[src/rtl/arb_pkg.sv]
// -----------------------------------------------------------------------------
// arb_pkg
// Shared constants for the round-robin FIFO pop scheduler: FSM state encoding
// and default sizing parameters.
// Optional feature macro used by the scheduler: ARB_WATCHDOG_EN.
// -----------------------------------------------------------------------------
package arb_pkg;

    localparam logic [0:0] ST_IDLE  = 1'b0;
    localparam logic [0:0] ST_GRANT = 1'b1;

    localparam int DEFAULT_NUM_FIFOS  = 4;
    localparam int DEFAULT_BURST      = 4;
    localparam int DEFAULT_WDOG_LIMIT = 16;

endpackage

[src/rtl/fifo_rr_scheduler_if.sv]
// -----------------------------------------------------------------------------
// fifo_rr_scheduler_if
// Handshake bundle between the FIFO array / downstream sink and the scheduler.
//   en         : scheduler enable
//   empty      : per-FIFO empty flags
//   out_rdy    : downstream accepts data this cycle
//   req        : pop request
//   gnt_sel    : current owner index
//   gnt        : one-hot pop strobe
//   starve_err : sticky starvation flag (0 unless ARB_WATCHDOG_EN)
// Modports: slave = scheduler side, master = FIFO array / environment side.
// -----------------------------------------------------------------------------
interface fifo_rr_scheduler_if
    import arb_pkg::*;
#(
    parameter int NUM_FIFOS = DEFAULT_NUM_FIFOS,
    parameter int TAGWIDTH  = $clog2(NUM_FIFOS)
) ();

    logic                 en;
    logic [NUM_FIFOS-1:0] empty;
    logic                 out_rdy;
    logic                 req;
    logic [TAGWIDTH-1:0]  gnt_sel;
    logic [NUM_FIFOS-1:0] gnt;
    logic                 starve_err;

    modport master (
        output en, empty, out_rdy,
        input  req, gnt_sel, gnt, starve_err
    );

    modport slave (
        input  en, empty, out_rdy,
        output req, gnt_sel, gnt, starve_err
    );

endinterface

[src/rtl/rr_next_sel.sv]
// -----------------------------------------------------------------------------
// rr_next_sel
// Combinational round-robin search: returns the first set bit of mask_i
// scanning start_i+1, start_i+2, ... modulo N. start_i itself is checked last,
// so it is chosen only when it is the sole set bit.
//   mask_i  : candidate mask (1 = non-empty)
//   start_i : index just before the first candidate
//   idx_o   : selected index (valid only with valid_o)
//   valid_o : any bit of mask_i set
// -----------------------------------------------------------------------------
module rr_next_sel
    import arb_pkg::*;
#(
    parameter int N  = DEFAULT_NUM_FIFOS,
    parameter int TW = $clog2(N)
) (
    input  logic [N-1:0]  mask_i,
    input  logic [TW-1:0] start_i,
    output logic [TW-1:0] idx_o,
    output logic          valid_o
);

    localparam logic [TW:0] N_L = (TW+1)'(N);

    logic [TW:0] cand;

    // Scan from the farthest offset down so the nearest hit is written last.
    // Wrap is done by subtraction so non-power-of-two N never yields idx >= N.
    always_comb begin
        idx_o   = '0;
        valid_o = 1'b0;
        cand    = '0;
        for (int k = N; k >= 1; k--) begin
            cand = {1'b0, start_i} + (TW+1)'(k);
            if (cand >= N_L) begin
                cand = cand - N_L;
            end
            if (mask_i[cand[TW-1:0]]) begin
                idx_o   = cand[TW-1:0];
                valid_o = 1'b1;
            end
        end
    end

endmodule

[src/rtl/fifo_rr_scheduler.sv]
// -----------------------------------------------------------------------------
// fifo_rr_scheduler
// Round-robin pop scheduler for an array of NUM_FIFOS FIFOs. One owner is
// served for up to BURST consecutive pops, then ownership rotates to the next
// non-empty FIFO without a bubble.
// Ports:
//   clk   : clock, rising edge
//   rst_n : asynchronous active-low reset
//   bus   : fifo_rr_scheduler_if.slave (en, empty, out_rdy -> req, gnt_sel,
//           gnt, starve_err)
// Optional macro ARB_WATCHDOG_EN adds per-FIFO wait counters driving the
// sticky starve_err flag at WDOG_LIMIT; without it starve_err is tied 0.
//
// state | meaning
// ------+----------------------------------------------------------
// IDLE  | no owner being served; pick first non-empty after rr_ptr
// GRANT | owner is popped whenever non-empty and out_rdy is high
// -----------------------------------------------------------------------------
module fifo_rr_scheduler
    import arb_pkg::*;
#(
    parameter int NUM_FIFOS  = DEFAULT_NUM_FIFOS,
    parameter int TAGWIDTH   = $clog2(NUM_FIFOS),
    parameter int BURST      = DEFAULT_BURST,
    parameter int WDOG_LIMIT = DEFAULT_WDOG_LIMIT
) (
    input  logic              clk,
    input  logic              rst_n,
    fifo_rr_scheduler_if.slave bus
);

    localparam int BW = $clog2(BURST + 1);
    localparam logic [BW-1:0]       BURST_LAST = BW'(BURST - 1);
    localparam logic [TAGWIDTH-1:0] LAST_IDX   = TAGWIDTH'(NUM_FIFOS - 1);

    logic [0:0]           state_q, state_d;
    logic [TAGWIDTH-1:0]  owner_q, owner_d;
    logic [TAGWIDTH-1:0]  rr_ptr_q, rr_ptr_d;
    logic [BW-1:0]        burst_q, burst_d;

    logic                 owner_empty;
    logic                 req_w;
    logic [NUM_FIFOS-1:0] gnt_w;
    logic [TAGWIDTH-1:0]  sel_start;
    logic [TAGWIDTH-1:0]  sel_idx;
    logic                 sel_valid;

    assign owner_empty = bus.empty[owner_q];
    assign req_w       = bus.en & (state_q == ST_GRANT) & ~owner_empty & bus.out_rdy;

    always_comb begin
        gnt_w = '0;
        for (int i = 0; i < NUM_FIFOS; i++) begin
            gnt_w[i] = req_w & (owner_q == TAGWIDTH'(i));
        end
    end

    // One search unit serves both cases: from rr_ptr when idle, from the
    // current owner when rearbitrating inside GRANT.
    assign sel_start = (state_q == ST_IDLE) ? rr_ptr_q : owner_q;

    rr_next_sel #(
        .N  (NUM_FIFOS),
        .TW (TAGWIDTH)
    ) u_next_sel (
        .mask_i  (~bus.empty),
        .start_i (sel_start),
        .idx_o   (sel_idx),
        .valid_o (sel_valid)
    );

    always_comb begin
        state_d  = state_q;
        owner_d  = owner_q;
        rr_ptr_d = rr_ptr_q;
        burst_d  = burst_q;
        if (!bus.en) begin
            state_d = ST_IDLE;
        end else if (state_q == ST_IDLE) begin
            if (sel_valid) begin
                owner_d = sel_idx;
                burst_d = '0;
                state_d = ST_GRANT;
            end
        end else if (owner_empty || (req_w && (burst_q == BURST_LAST))) begin
            rr_ptr_d = owner_q;
            burst_d  = '0;
            if (sel_valid) begin
                owner_d = sel_idx;
            end else begin
                state_d = ST_IDLE;
            end
        end else if (req_w) begin
            burst_d = burst_q + 1'b1;
        end
    end

    always_ff @(posedge clk or negedge rst_n) begin
        if (!rst_n) begin
            state_q  <= ST_IDLE;
            owner_q  <= '0;
            rr_ptr_q <= LAST_IDX;
            burst_q  <= '0;
        end else begin
            state_q  <= state_d;
            owner_q  <= owner_d;
            rr_ptr_q <= rr_ptr_d;
            burst_q  <= burst_d;
        end
    end

    assign bus.req     = req_w;
    assign bus.gnt     = gnt_w;
    assign bus.gnt_sel = owner_q;

`ifdef ARB_WATCHDOG_EN
    localparam int WW = $clog2(WDOG_LIMIT + 1);
    localparam logic [WW-1:0] WD_MAX = WW'(WDOG_LIMIT);

    logic [WW-1:0] wait_q [NUM_FIFOS];
    logic [WW-1:0] wait_d [NUM_FIFOS];
    logic          starve_q, starve_d;

    // Counters saturate at the limit; the flag is raised on the same edge the
    // counter reaches it.
    always_comb begin
        starve_d = starve_q;
        for (int i = 0; i < NUM_FIFOS; i++) begin
            if (bus.empty[i] || gnt_w[i]) begin
                wait_d[i] = '0;
            end else if (wait_q[i] != WD_MAX) begin
                wait_d[i] = wait_q[i] + 1'b1;
            end else begin
                wait_d[i] = wait_q[i];
            end
            if (wait_d[i] == WD_MAX) begin
                starve_d = 1'b1;
            end
        end
    end

    always_ff @(posedge clk or negedge rst_n) begin
        if (!rst_n) begin
            for (int i = 0; i < NUM_FIFOS; i++) begin
                wait_q[i] <= '0;
            end
            starve_q <= 1'b0;
        end else begin
            for (int i = 0; i < NUM_FIFOS; i++) begin
                wait_q[i] <= wait_d[i];
            end
            starve_q <= starve_d;
        end
    end

    assign bus.starve_err = starve_q;
`else
    assign bus.starve_err = 1'b0;
`endif

endmodule

[src/flat_wrapper.sv]
// flat-port wrapper written by rule: the top's interface ports become plain ports
module fifo_rr_scheduler_flat import arb_pkg::*;
#(
    parameter int NUM_FIFOS  = DEFAULT_NUM_FIFOS,
    parameter int TAGWIDTH   = $clog2(NUM_FIFOS),
    parameter int BURST      = DEFAULT_BURST,
    parameter int WDOG_LIMIT = DEFAULT_WDOG_LIMIT
)
  (clk, rst_n, bus_en, bus_empty, bus_out_rdy, bus_req, bus_gnt_sel, bus_gnt, bus_starve_err);
  fifo_rr_scheduler_if #(.NUM_FIFOS(NUM_FIFOS), .TAGWIDTH(TAGWIDTH)) bus_i ();
  input  logic clk;
  input  logic rst_n;
  input wire logic [$bits(bus_i.en)-1:0] bus_en;
  input wire logic [$bits(bus_i.empty)-1:0] bus_empty;
  input wire logic [$bits(bus_i.out_rdy)-1:0] bus_out_rdy;
  output wire logic [$bits(bus_i.req)-1:0] bus_req;
  output wire logic [$bits(bus_i.gnt_sel)-1:0] bus_gnt_sel;
  output wire logic [$bits(bus_i.gnt)-1:0] bus_gnt;
  output wire logic [$bits(bus_i.starve_err)-1:0] bus_starve_err;
  assign bus_i.en = bus_en;
  assign bus_i.empty = bus_empty;
  assign bus_i.out_rdy = bus_out_rdy;
  assign bus_req = bus_i.req;
  assign bus_gnt_sel = bus_i.gnt_sel;
  assign bus_gnt = bus_i.gnt;
  assign bus_starve_err = bus_i.starve_err;
  fifo_rr_scheduler #(.NUM_FIFOS(NUM_FIFOS), .TAGWIDTH(TAGWIDTH), .BURST(BURST), .WDOG_LIMIT(WDOG_LIMIT)) u_core (.clk(clk), .rst_n(rst_n), .bus(bus_i));
endmodule
[config.mk]
export PLATFORM = sky130hd
export DESIGN_NAME = fifo_rr_scheduler_flat
export DESIGN_NICKNAME = d
export VERILOG_FILES = /design/src/rtl/arb_pkg.sv /design/src/rtl/fifo_rr_scheduler_if.sv /design/src/rtl/rr_next_sel.sv /design/src/rtl/fifo_rr_scheduler.sv /design/src/flat_wrapper.sv
export SDC_FILE = /design/constraint.sdc
export NUM_CORES = 1
export LEC_CHECK = 0
export CAP_MARGIN = 20
export CORE_UTILIZATION = 50
export CTS_CLUSTER_SIZE = 30
export DETAILED_ROUTE_END_ITERATION = 12
export GPL_ROUTABILITY_DRIVEN = 0
export GPL_TIMING_DRIVEN = 1
export PLACE_DENSITY = 0.8
export SYNTH_ARGS = -nofsm -noshare
export SYNTH_HDL_FRONTEND = slang
export SYNTH_HIERARCHICAL = 1
export SYNTH_SLANG_ARGS = --single-unit
[constraint.sdc]
create_clock -name clk -period 2.97 [get_ports clk]
set_input_delay 0.594 -clock clk [delete_from_list [all_inputs] [get_ports clk]]
set_output_delay 0.594 -clock clk [all_outputs]
set_load 0.03 [all_outputs]
==> results of run 1 <==
==> layer usage <==
layer	wire, um	share of wire, %	up-vias
met4	9	0.66	0
met3	61	4.5	4
met5	0	0	-
met2	657	48	13
li1	-	-	301
met1	630	46	283
==> kinds of logic (layout without fill, tap and decap cells) <==
family	after synthesis	count (layout)	synth area share [%]
buf+inv	12	27	8.53
other cells	1	1	0.556
simple gates	30	30	24.9
compound gates	18	18	18.9
flops	8	8	30.1
mux	7	7	13.4
fa+ha+maj	2	2	3.71
==> path summary, 6_finish.rpt <==
kind                                  startpoint  slack (ps)                     to  cells after the start
setup / recovery                     bus_out_rdy         170             bus_gnt[3]                      4
hold / removal                 u_core/burst_q[0]         480      u_core/burst_q[0]                      1
setup reg to reg           u_core/bus.gnt_sel[0]        1180     u_core/rr_ptr_q[1]                      4
hold reg to reg                u_core/burst_q[0]         480      u_core/burst_q[0]                      1
max in group asynchronous                  rst_n        2040     u_core/rr_ptr_q[1]                      1
min in group asynchronous                  rst_n         610  u_core/bus.gnt_sel[0]                      1
==> cell type report <==
| class | count | area share [%] |
|---|---|---|
| multi-input combinational | 58 | 49.7 |
| tap | 14 | 2.10 |
| timing repair buffer | 15 | 17.1 |
| sequential | 8 | 24.3 |
| clock buffer | 4 | 3.15 |
| inverter | 8 | 3.60 |
==> where the power goes <==
| part | switching (mW) | internal (mW) |
|---|---|---|
| Clock | 0.0356 | 0.0513 |
| Sequential | 0.0505 | 0.149 |
| Combinational | 0.141 | 0.148 |
| Total | 0.227 | 0.348 |
==> state kept, by name, indices dropped and copies added (netlist names) <==
signal              count
u_core/burst_q          3
u_core/bus.gnt_sel      2
u_core/rr_ptr_q         2
u_core/state_q          1
==> cell usage in the layout (no fill, tap or decap), types with 2 or more instances in the layout <==
cell type,n
o21ai_1,2
nand2b_1,3
clkbuf_4,3
inv_1,8
dfrtp_1,6
clkdlybuf4s50_1,12
a21oi_1,4
a31oi_1,2
buf_4,3
mux2i_1,3
nor2_1,5
dfstp_2,2
o21ai_0,4
nor3_1,2
nand3_1,2
nand2_1,9
ha_1,2
==> metrics by stage <==
| stage | power [mW] | worst slack [ps] | hold slack, ps | cells |
|---|---|---|---|---|
| 3_3_place_gp | 0.484 | 166 | 468 | 103 |
| 2_1_floorplan | 0.425 | 572 | 298 | 78 |
| 6_report | 0.575 | 167 | 480 | 107 |
| 5_1_grt | 0.619 | 62.6 | 494 | 107 |
| 4_1_cts | 0.581 | 155 | 484 | 107 |
| 3_5_place_dp | 0.489 | 154 | 473 | 103 |
==> critical path: cells and delay by family <==
family        cells  cell delay [ps]
simple gates      2              360
buf+inv           2             1250
==> synthesized netlist by cell type, types with 2 or more instances <==
library cell	n
a21oi_1	4
a31oi_1	2
dfrtp_1	6
dfstp_2	2
ha_1	2
inv_1	8
mux2i_1	3
nand2_1	9
nand2b_1	3
nand3_1	2
nor2_1	5
nor3_1	2
o21ai_0	4
o21ai_1	2
==> impl_metrics.py, run 1 <==
metrics = {
    "outcome": {
        "status": "complete, no violations",
    },
    "job": {
        "maxCapViolations": 0,
    },
    "grt": {
        "met1_usage_pct": 28.9,
        "grt_busiest_layer": "met2",
        "grt_pass1_vias": 542,
        "grt_usage_pct": 23.5,
        "use_met3_pct": 8.67,
        "use_met2_pct": 38.8,
        "antenna_found_initial": 0,
        "grt_overflow_total": 0,
        "grt_max_degree": 12,
        "grt_pass1_wl_mm": 2.37,
    },
    "sta": {
        "fin_skew_ps": 13.6,
        "hold_viol": 0,
        "layout_min_cycle_time_ps": 2800,
        "finalCritPeriodShare_pct": 94.4,
        "clock.fmax_ghz": 0.357,
        "fin_tns_setup_ps": 0,
        "rsz0062_at_grt": "false",
        "maxSlewViolCount": 0,
        "setup_viol": 0,
    },
    "floorplan": {
        "die-width_um": 38.7,
        "core_area_um2": 1190,
        "initial_utilization_pct": 56.9,
        "dieArea_um2": 1500,
        "row_count": 12,
        "pin_count": 16,
        "dieHeight_um": 38.7,
    },
    "yosys": {
        "synth_edf_count": 0,
        "syn-cell-area_um2": 674,
        "synth_top_area_share_pct": 22.3,
        "yosysUniqueCellTypes": 38,
        "synth_area_per_cell_um2": 8.65,
        "ys_async_sr_fraction_pct": 100,
        "yosysSeqAreaShare_pct": 30.1,
        "yosysWarnings": 6,
        "ys_ff_latch": 8,
        "ys_top_cells_by_area": "dfrtp_1, dfstp_2, nand2_1, mux2i_1, inv_1",
        "syn-instance-count": 78,
        "syn_nets": 88,
        "yosys.area.top_type": "dfrtp_1",
        "ys.flop_type": "dfrtp_1",
    },
    "layout": {
        "seqCellArea_um2": 203,
        "multi_input_comb_area_um2": 414,
        "area_growth_pct": 23.6,
        "stdcell_area_um2": 833,
        "layout-drive-gt1-share_pct": 18.3,
        "fin_util_pct": 70.3,
        "num-nets-final": 104,
        "num_antenna_cells": 0,
        "num-fill-cells": 117,
    },
    "place": {
        "placed_area_um2": 807,
        "hpwl_mm": 1.12,
        "portBuffers": 14,
    },
    "clocking": {
        "cts_max_level": 1,
        "clk_latency_ps": 260,
        "post_cts_buffers": 0,
        "ctsHoldBuffers": 0,
        "path_clk_slew_ps": 60,
        "clk_path_buf_depth": 2,
        "cts_tree": "done",
        "root_buffer": "clkbuf_4",
        "cts_buffers": 3,
        "cts_sinks": 8,
        "post_cts_resized": 0,
    },
    "min_path": {
        "hp-class": "reg -> reg",
    },
    "critical_path": {
        "crit_arrival_ps": 2210,
        "critPathKind": "in -> out",
        "crit_required_ps": 2380,
        "critPathLaunchType": "input pin",
        "path_max_fanout": 5,
        "critPathSlowestCell": "clkdlybuf4s50_1",
        "cp-end-kind": "output pin",
        "crit_top_cell": "clkdlybuf4s50_1",
        "max_stage_delay_ps": 690,
        "crit_chain": "clkdlybuf4s50_1 > nand4_1 > nor3b_1 > clkdlybuf4s50_1",
    },
    "detailed_routing": {
        "first_pass_iters": 4,
        "ant_nets": 0,
        "num_vias": 601,
        "route.detailed.drc": 0,
        "wl_mm": 1.36,
        "avgRoutedWirePerCell_um": 12.7,
        "initialDrtViolationCount": 16,
        "via_per_inst": 5.62,
    },
    "pwr": {
        "powerDensity_nw_per_um2": 691,
        "power_leakage_nw": 0.365,
        "vdd_drop_max_uv": 390,
    },
}
(Power assumes the default switching activity.)
==> run 2: changes to the inputs <==
--- a/config.mk
+++ b/config.mk
@@ -6,12 +6,13 @@
 export NUM_CORES = 1
 export LEC_CHECK = 0
 export CAP_MARGIN = 20
-export CORE_UTILIZATION = 50
+export CORE_MARGIN = 1.5
+export CORE_UTILIZATION = 47
 export CTS_CLUSTER_SIZE = 30
 export DETAILED_ROUTE_END_ITERATION = 12
 export GPL_ROUTABILITY_DRIVEN = 0
 export GPL_TIMING_DRIVEN = 1
-export PLACE_DENSITY = 0.8
+export PLACE_DENSITY = 0.76
 export SYNTH_ARGS = -nofsm -noshare
 export SYNTH_HDL_FRONTEND = slang
 export SYNTH_HIERARCHICAL = 1
==> constraint.sdc (replaced) <==
create_clock -name clk -period 2.9 [get_ports clk]
set_input_delay 0.58 -clock clk [delete_from_list [all_inputs] [get_ports clk]]
set_output_delay 0.58 -clock clk [all_outputs]
set_load 0.03 [all_outputs]
==> run 2 against run 1 <==
Global-route usage shrank 4.1 points. Worst setup slack got worse by 36 ps. Cell area fell by 0.30%. Core utilization fell by 7.2 points. Clock power shrank 6.1%. Routed wire length fell by 3.5%. Critical path type unchanged. First-iteration DRC count fell by 50%. Die area rose by 11%. Largest power group unchanged. Sequential share of layout area is 0.073 points higher.
==> impl_metrics.py, run 2 (same netlist as run 1, synthesis figures left out) <==
metrics = {
    "detailed_routing": {
        "num_vias": 589,
        "route.detailed.drc": 0,
        "wl_mm": 1.31,
        "initialDrtViolationCount": 8,
        "via_per_inst": 5.50,
        "first_pass_iters": 4,
        "ant_nets": 0,
        "avgRoutedWirePerCell_um": 12.3,
    },
    "place": {
        "hpwl_mm": 1.08,
        "portBuffers": 14,
    },
    "floorplan": {
        "row_count": 13,
        "dieHeight_um": 40.9,
        "initial_utilization_pct": 51.2,
        "core_area_um2": 1320,
        "pin_count": 16,
        "die-width_um": 40.9,
        "dieArea_um2": 1670,
    },
    "pwr": {
        "power_leakage_nw": 0.364,
        "vdd_drop_max_uv": 299,
        "powerDensity_nw_per_um2": 704,
    },
    "critical_path": {
        "critPathLaunchType": "input pin",
        "path_depth": 4,
        "cp-end-kind": "output pin",
        "crit_top_cell": "clkdlybuf4s50_1",
        "cp_num_buf_inv": 2,
        "crit_arrival_ps": 2190,
        "critPathSlowestCell": "clkdlybuf4s50_1",
        "critPathKind": "in -> out",
        "crit_chain": "clkdlybuf4s50_1 > nand4_1 > nor3b_1 > clkdlybuf4s50_1",
        "max_stage_delay_ps": 700,
        "path_delay_family": "buffers and inverters",
        "crit_required_ps": 2320,
        "path_max_fanout": 5,
        "reg2reg_depth": 3,
    },
    "grt": {
        "grt_max_degree": 12,
        "grt_pass1_vias": 504,
        "antenna_found_initial": 0,
        "grt_pass1_wl_mm": 2.14,
        "grt_overflow_total": 0,
        "grt_usage_pct": 19.5,
    },
    "clocking": {
        "cts_sinks": 8,
        "path_clk_slew_ps": 50,
        "cts_buffers": 3,
        "clk_path_buf_depth": 2,
        "root_buffer": "clkbuf_4",
        "cts_tree": "done",
        "ctsHoldBuffers": 0,
        "post_cts_buffers": 0,
        "clk_latency_ps": 250,
        "cts_max_level": 1,
        "post_cts_resized": 0,
    },
    "layout": {
        "num_antenna_cells": 0,
        "layout-drive-gt1-share_pct": 18.5,
        "layout_commonest_cell": "clkdlybuf4s50_1",
        "num-fill-cells": 124,
        "num-nets-final": 104,
        "multi_input_comb_area_um2": 414,
        "area_growth_pct": 23.2,
        "final_cell_mix": "clkdlybuf4s50_1, nand2_1, inv_1, dfrtp_1, nor2_1",
        "largest_reg_flops": 3,
        "seqCellArea_um2": 203,
        "regMostFlops": "u_core/burst_q",
    },
    "sta": {
        "finalCritPeriodShare_pct": 95.5,
        "rsz0062_at_grt": "false",
        "setup_viol": 0,
        "fin_tns_setup_ps": 0,
        "hold_viol": 0,
        "whs_ps": 486,
        "maxSlewViolCount": 0,
        "clock.fmax_ghz": 0.361,
        "fin_skew_ps": 0.819,
        "layout_min_cycle_time_ps": 2770,
    },
    "min_path": {
        "hold_depth": 1,
        "hp-class": "reg -> reg",
    },
    "outcome": {
        "status": "complete, no violations",
    },
    "job": {
        "maxCapViolations": 0,
    },
}
## run 2: path summary, 6_finish.rpt
| path | from | end | slack, ps |
|---|---|---|---|
| max | bus_out_rdy | bus_gnt[3] | 130 |
| min | u_core/burst_q[0] | u_core/burst_q[0] | 490 |
| min reg2reg | u_core/burst_q[0] | u_core/burst_q[0] | 490 |
| max in group asynchronous | rst_n | u_core/rr_ptr_q[0] | 1990 |
| min in group asynchronous | rst_n | u_core/bus.gnt_sel[0] | 610 |
| max reg2reg | u_core/bus.gnt_sel[0] | u_core/bus.gnt_sel[1] | 1110 |
## run 2: power by group
part / total (mW) / switching [mW] / internal (mW)
Sequential: 0.208 / 0.0553 / 0.152
Clock: 0.0816 / 0.0345 / 0.0471
Combinational: 0.295 / 0.144 / 0.152
Total: 0.585 / 0.233 / 0.351
## run 2: worst reg2reg max path: stages, from the launching register on
cell and delay (ps):
dfrtp_1 500, mux4_2 620, o21bai_1 210, mux2_1 340
## run 2: area by class of cell
cell class	instances	area share, %
well taps	15	2.26
multi-input cells	58	49.8
clock buffers	3	2.71
flip-flops and latches	8	24.4
inverters	8	3.61
repair buffers	15	17.2
## run 2: routing by layer
metal	up-vias	GRT usage [%]	wire, um
li1	303	-	-
met1	271	27.0	666
met2	15	29.7	578
met3	0	8.15	66
met4	0	0	0
met5	-	0	0
## run 2: per-stage QoR
stage | utilization [%] | cells | setup WS, ps | total power, mW | area, um2
floorplan | - | 78 | 516 | 0.435 | 674
global placement | 61.3 | 104 | 137 | 0.499 | 808
detailed placement | 61.3 | 104 | 119 | 0.503 | 808
CTS | 63.1 | 107 | 119 | 0.589 | 831
global route | 63.1 | 107 | 39.6 | 0.631 | 831
finish | 63.1 | 107 | 131 | 0.585 | 831
==> run 3: changes to the inputs <==
--- a/config.mk
+++ b/config.mk
@@ -12,6 +12,7 @@
 export DETAILED_ROUTE_END_ITERATION = 12
 export GPL_ROUTABILITY_DRIVEN = 0
 export GPL_TIMING_DRIVEN = 1
+export HOLD_SLACK_MARGIN = 0.1
 export PLACE_DENSITY = 0.76
 export SYNTH_ARGS = -nofsm -noshare
 export SYNTH_HDL_FRONTEND = slang
==> constraint.sdc (replaced) <==
create_clock -name clk -period 3.1 [get_ports clk]
set_input_delay 0.62 -clock clk [delete_from_list [all_inputs] [get_ports clk]]
set_output_delay 0.62 -clock clk [all_outputs]
set_load 0.03 [all_outputs]
==> run 3 against run 2 <==
Clock power is 4.5% lower. Combinational power fell by 7.1%. Clock skew barely moved. Non-clock buffer count unchanged. Power is 6.6% lower. Flip-flop and latch count did not move. First-iteration DRC count increased by 100%. Routed wire length up 1.5%.
==> impl_metrics.py, run 3 (same netlist as run 1, synthesis figures left out) <==
metrics = {
    "outcome": {
        "status": "complete, no violations",
    },
    "critical_path": {
        "critPathLaunchType": "input pin",
        "cp-end-kind": "output pin",
        "r2r_end": "u_core/bus.gnt_sel[0]",
        "path_max_fanout": 5,
        "critPathKind": "in -> out",
        "r2r-start": "u_core/state_q",
        "crit_arrival_ps": 2360,
        "r2r_slack_ps": 1300,
        "crit_chain": "clkdlybuf4s50_1 > nand3_1 > nor4b_1 > clkdlybuf4s50_1",
        "critPathSlowestCell": "clkdlybuf4s50_1",
        "max_stage_delay_ps": 720,
        "crit_required_ps": 2480,
        "reg2reg_depth": 6,
        "crit_top_cell": "clkdlybuf4s50_1",
    },
    "floorplan": {
        "pin_count": 16,
        "initial_utilization_pct": 51.2,
        "core_area_um2": 1320,
        "dieArea_um2": 1670,
        "dieHeight_um": 40.9,
        "row_count": 13,
        "die-width_um": 40.9,
    },
    "layout": {
        "final_cells": 107,
        "num_antenna_cells": 0,
        "num-fill-cells": 121,
        "regMostFlops": "u_core/burst_q",
        "final_cell_mix": "clkdlybuf4s50_1, nand2_1, inv_1, dfrtp_1, nor2_1",
        "seqCellArea_um2": 203,
        "largest_reg_flops": 3,
        "area_growth_pct": 23.6,
        "multi_input_comb_area_um2": 414,
        "layout-drive-gt1-share_pct": 17.4,
        "layout_commonest_cell": "clkdlybuf4s50_1",
        "num-nets-final": 104,
    },
    "sta": {
        "maxSlewViolCount": 0,
        "layout_min_cycle_time_ps": 2980,
        "finalCritPeriodShare_pct": 96.0,
        "fin_tns_setup_ps": 0,
        "setup_viol": 0,
        "rsz0062_at_grt": "false",
        "clock.fmax_ghz": 0.336,
        "hold_viol": 0,
        "fin_skew_ps": 1.16,
    },
    "grt": {
        "grt_overflow_total": 0,
        "grt_max_degree": 12,
        "grt_pass1_vias": 497,
        "grt_usage_pct": 19.6,
        "grt_pass1_wl_mm": 2.07,
        "antenna_found_initial": 0,
    },
    "detailed_routing": {
        "via_per_inst": 5.48,
        "ant_nets": 0,
        "wl_mm": 1.33,
        "route.detailed.drc": 0,
        "num_vias": 586,
        "avgRoutedWirePerCell_um": 12.4,
        "first_pass_iters": 4,
        "initialDrtViolationCount": 16,
    },
    "pwr": {
        "powerDensity_nw_per_um2": 656,
        "power_leakage_nw": 0.362,
        "vdd_drop_max_uv": 318,
        "finalPower_mw": 0.546,
    },
    "clocking": {
        "cts_tree": "done",
        "post_cts_resized": 0,
        "root_buffer": "clkbuf_4",
        "cts_buffers": 3,
        "cts_max_level": 1,
        "ctsHoldBuffers": 0,
        "clk_path_buf_depth": 2,
        "clk_latency_ps": 250,
        "path_clk_slew_ps": 50,
        "post_cts_buffers": 0,
        "cts_sinks": 8,
    },
    "min_path": {
        "min_to": "u_core/burst_q[2]",
        "hp-class": "reg -> reg",
        "min_from": "u_core/burst_q[2]",
        "hold_depth": 2,
    },
    "place": {
        "dp_cells": 104,
        "portBuffers": 14,
        "hpwl_mm": 1.08,
    },
    "job": {
        "maxCapViolations": 0,
    },
}
## run 3: per-stage QoR
stage | utilization [%] | hold WS [ps] | cell area [um2] | setup WS [ps]
final | 63.2 | 485 | 833 | 123
after floorplan | - | 324 | 674 | 676
after CTS | 63.2 | 488 | 833 | 114
after detailed placement | 61.5 | 476 | 811 | 114
after global routing | 63.2 | 499 | 833 | 0.485
after global placement | 61.5 | 475 | 811 | 161
## run 3: routing by layer
layer	global-route usage, %	part of all wire, %	vias up
li1	-	-	301
met1	25.0	47	267
met2	30.1	48	18
met3	9.78	4.7	0
met4	2.50	0	0
met5	0	0	-
## run 3: layout make-up
cell class | instances | area share [%]
well taps | 15 | 2.25
repair buffers | 15 | 17.4
flip-flops and latches | 8 | 24.3
clock buffers | 3 | 2.70
multi-input cells | 58 | 49.7
inverters | 8 | 3.60
## run 3: report_power, final
part / leakage, nW / internal (mW) / total, mW / switching [mW]
clock network: 0.0138 / 0.0442 / 0.0779 / 0.0338
registers: 0.0985 / 0.143 / 0.194 / 0.0517
logic: 0.250 / 0.142 / 0.274 / 0.132
## run 3: worst max-delay path by stage
stage,startpoint,endpoint,slack (ps),depth (start not counted)
finish,bus_out_rdy,bus_gnt[2],120,4
detailed placement,bus_out_rdy,bus_gnt[2],110,4
global placement,bus_out_rdy,bus_gnt[2],160,4
CTS,bus_out_rdy,bus_gnt[2],110,4
global route,bus_out_rdy,bus_gnt[2],0.5,4
floorplan,u_core/state_q,bus_gnt[2],680,3
## run 3: worst max-delay path: cells and delay by family
kind | cells | cell delay [ps]
buffers and inverters | 2 | 1280
AND/OR/NAND/NOR | 2 | 450
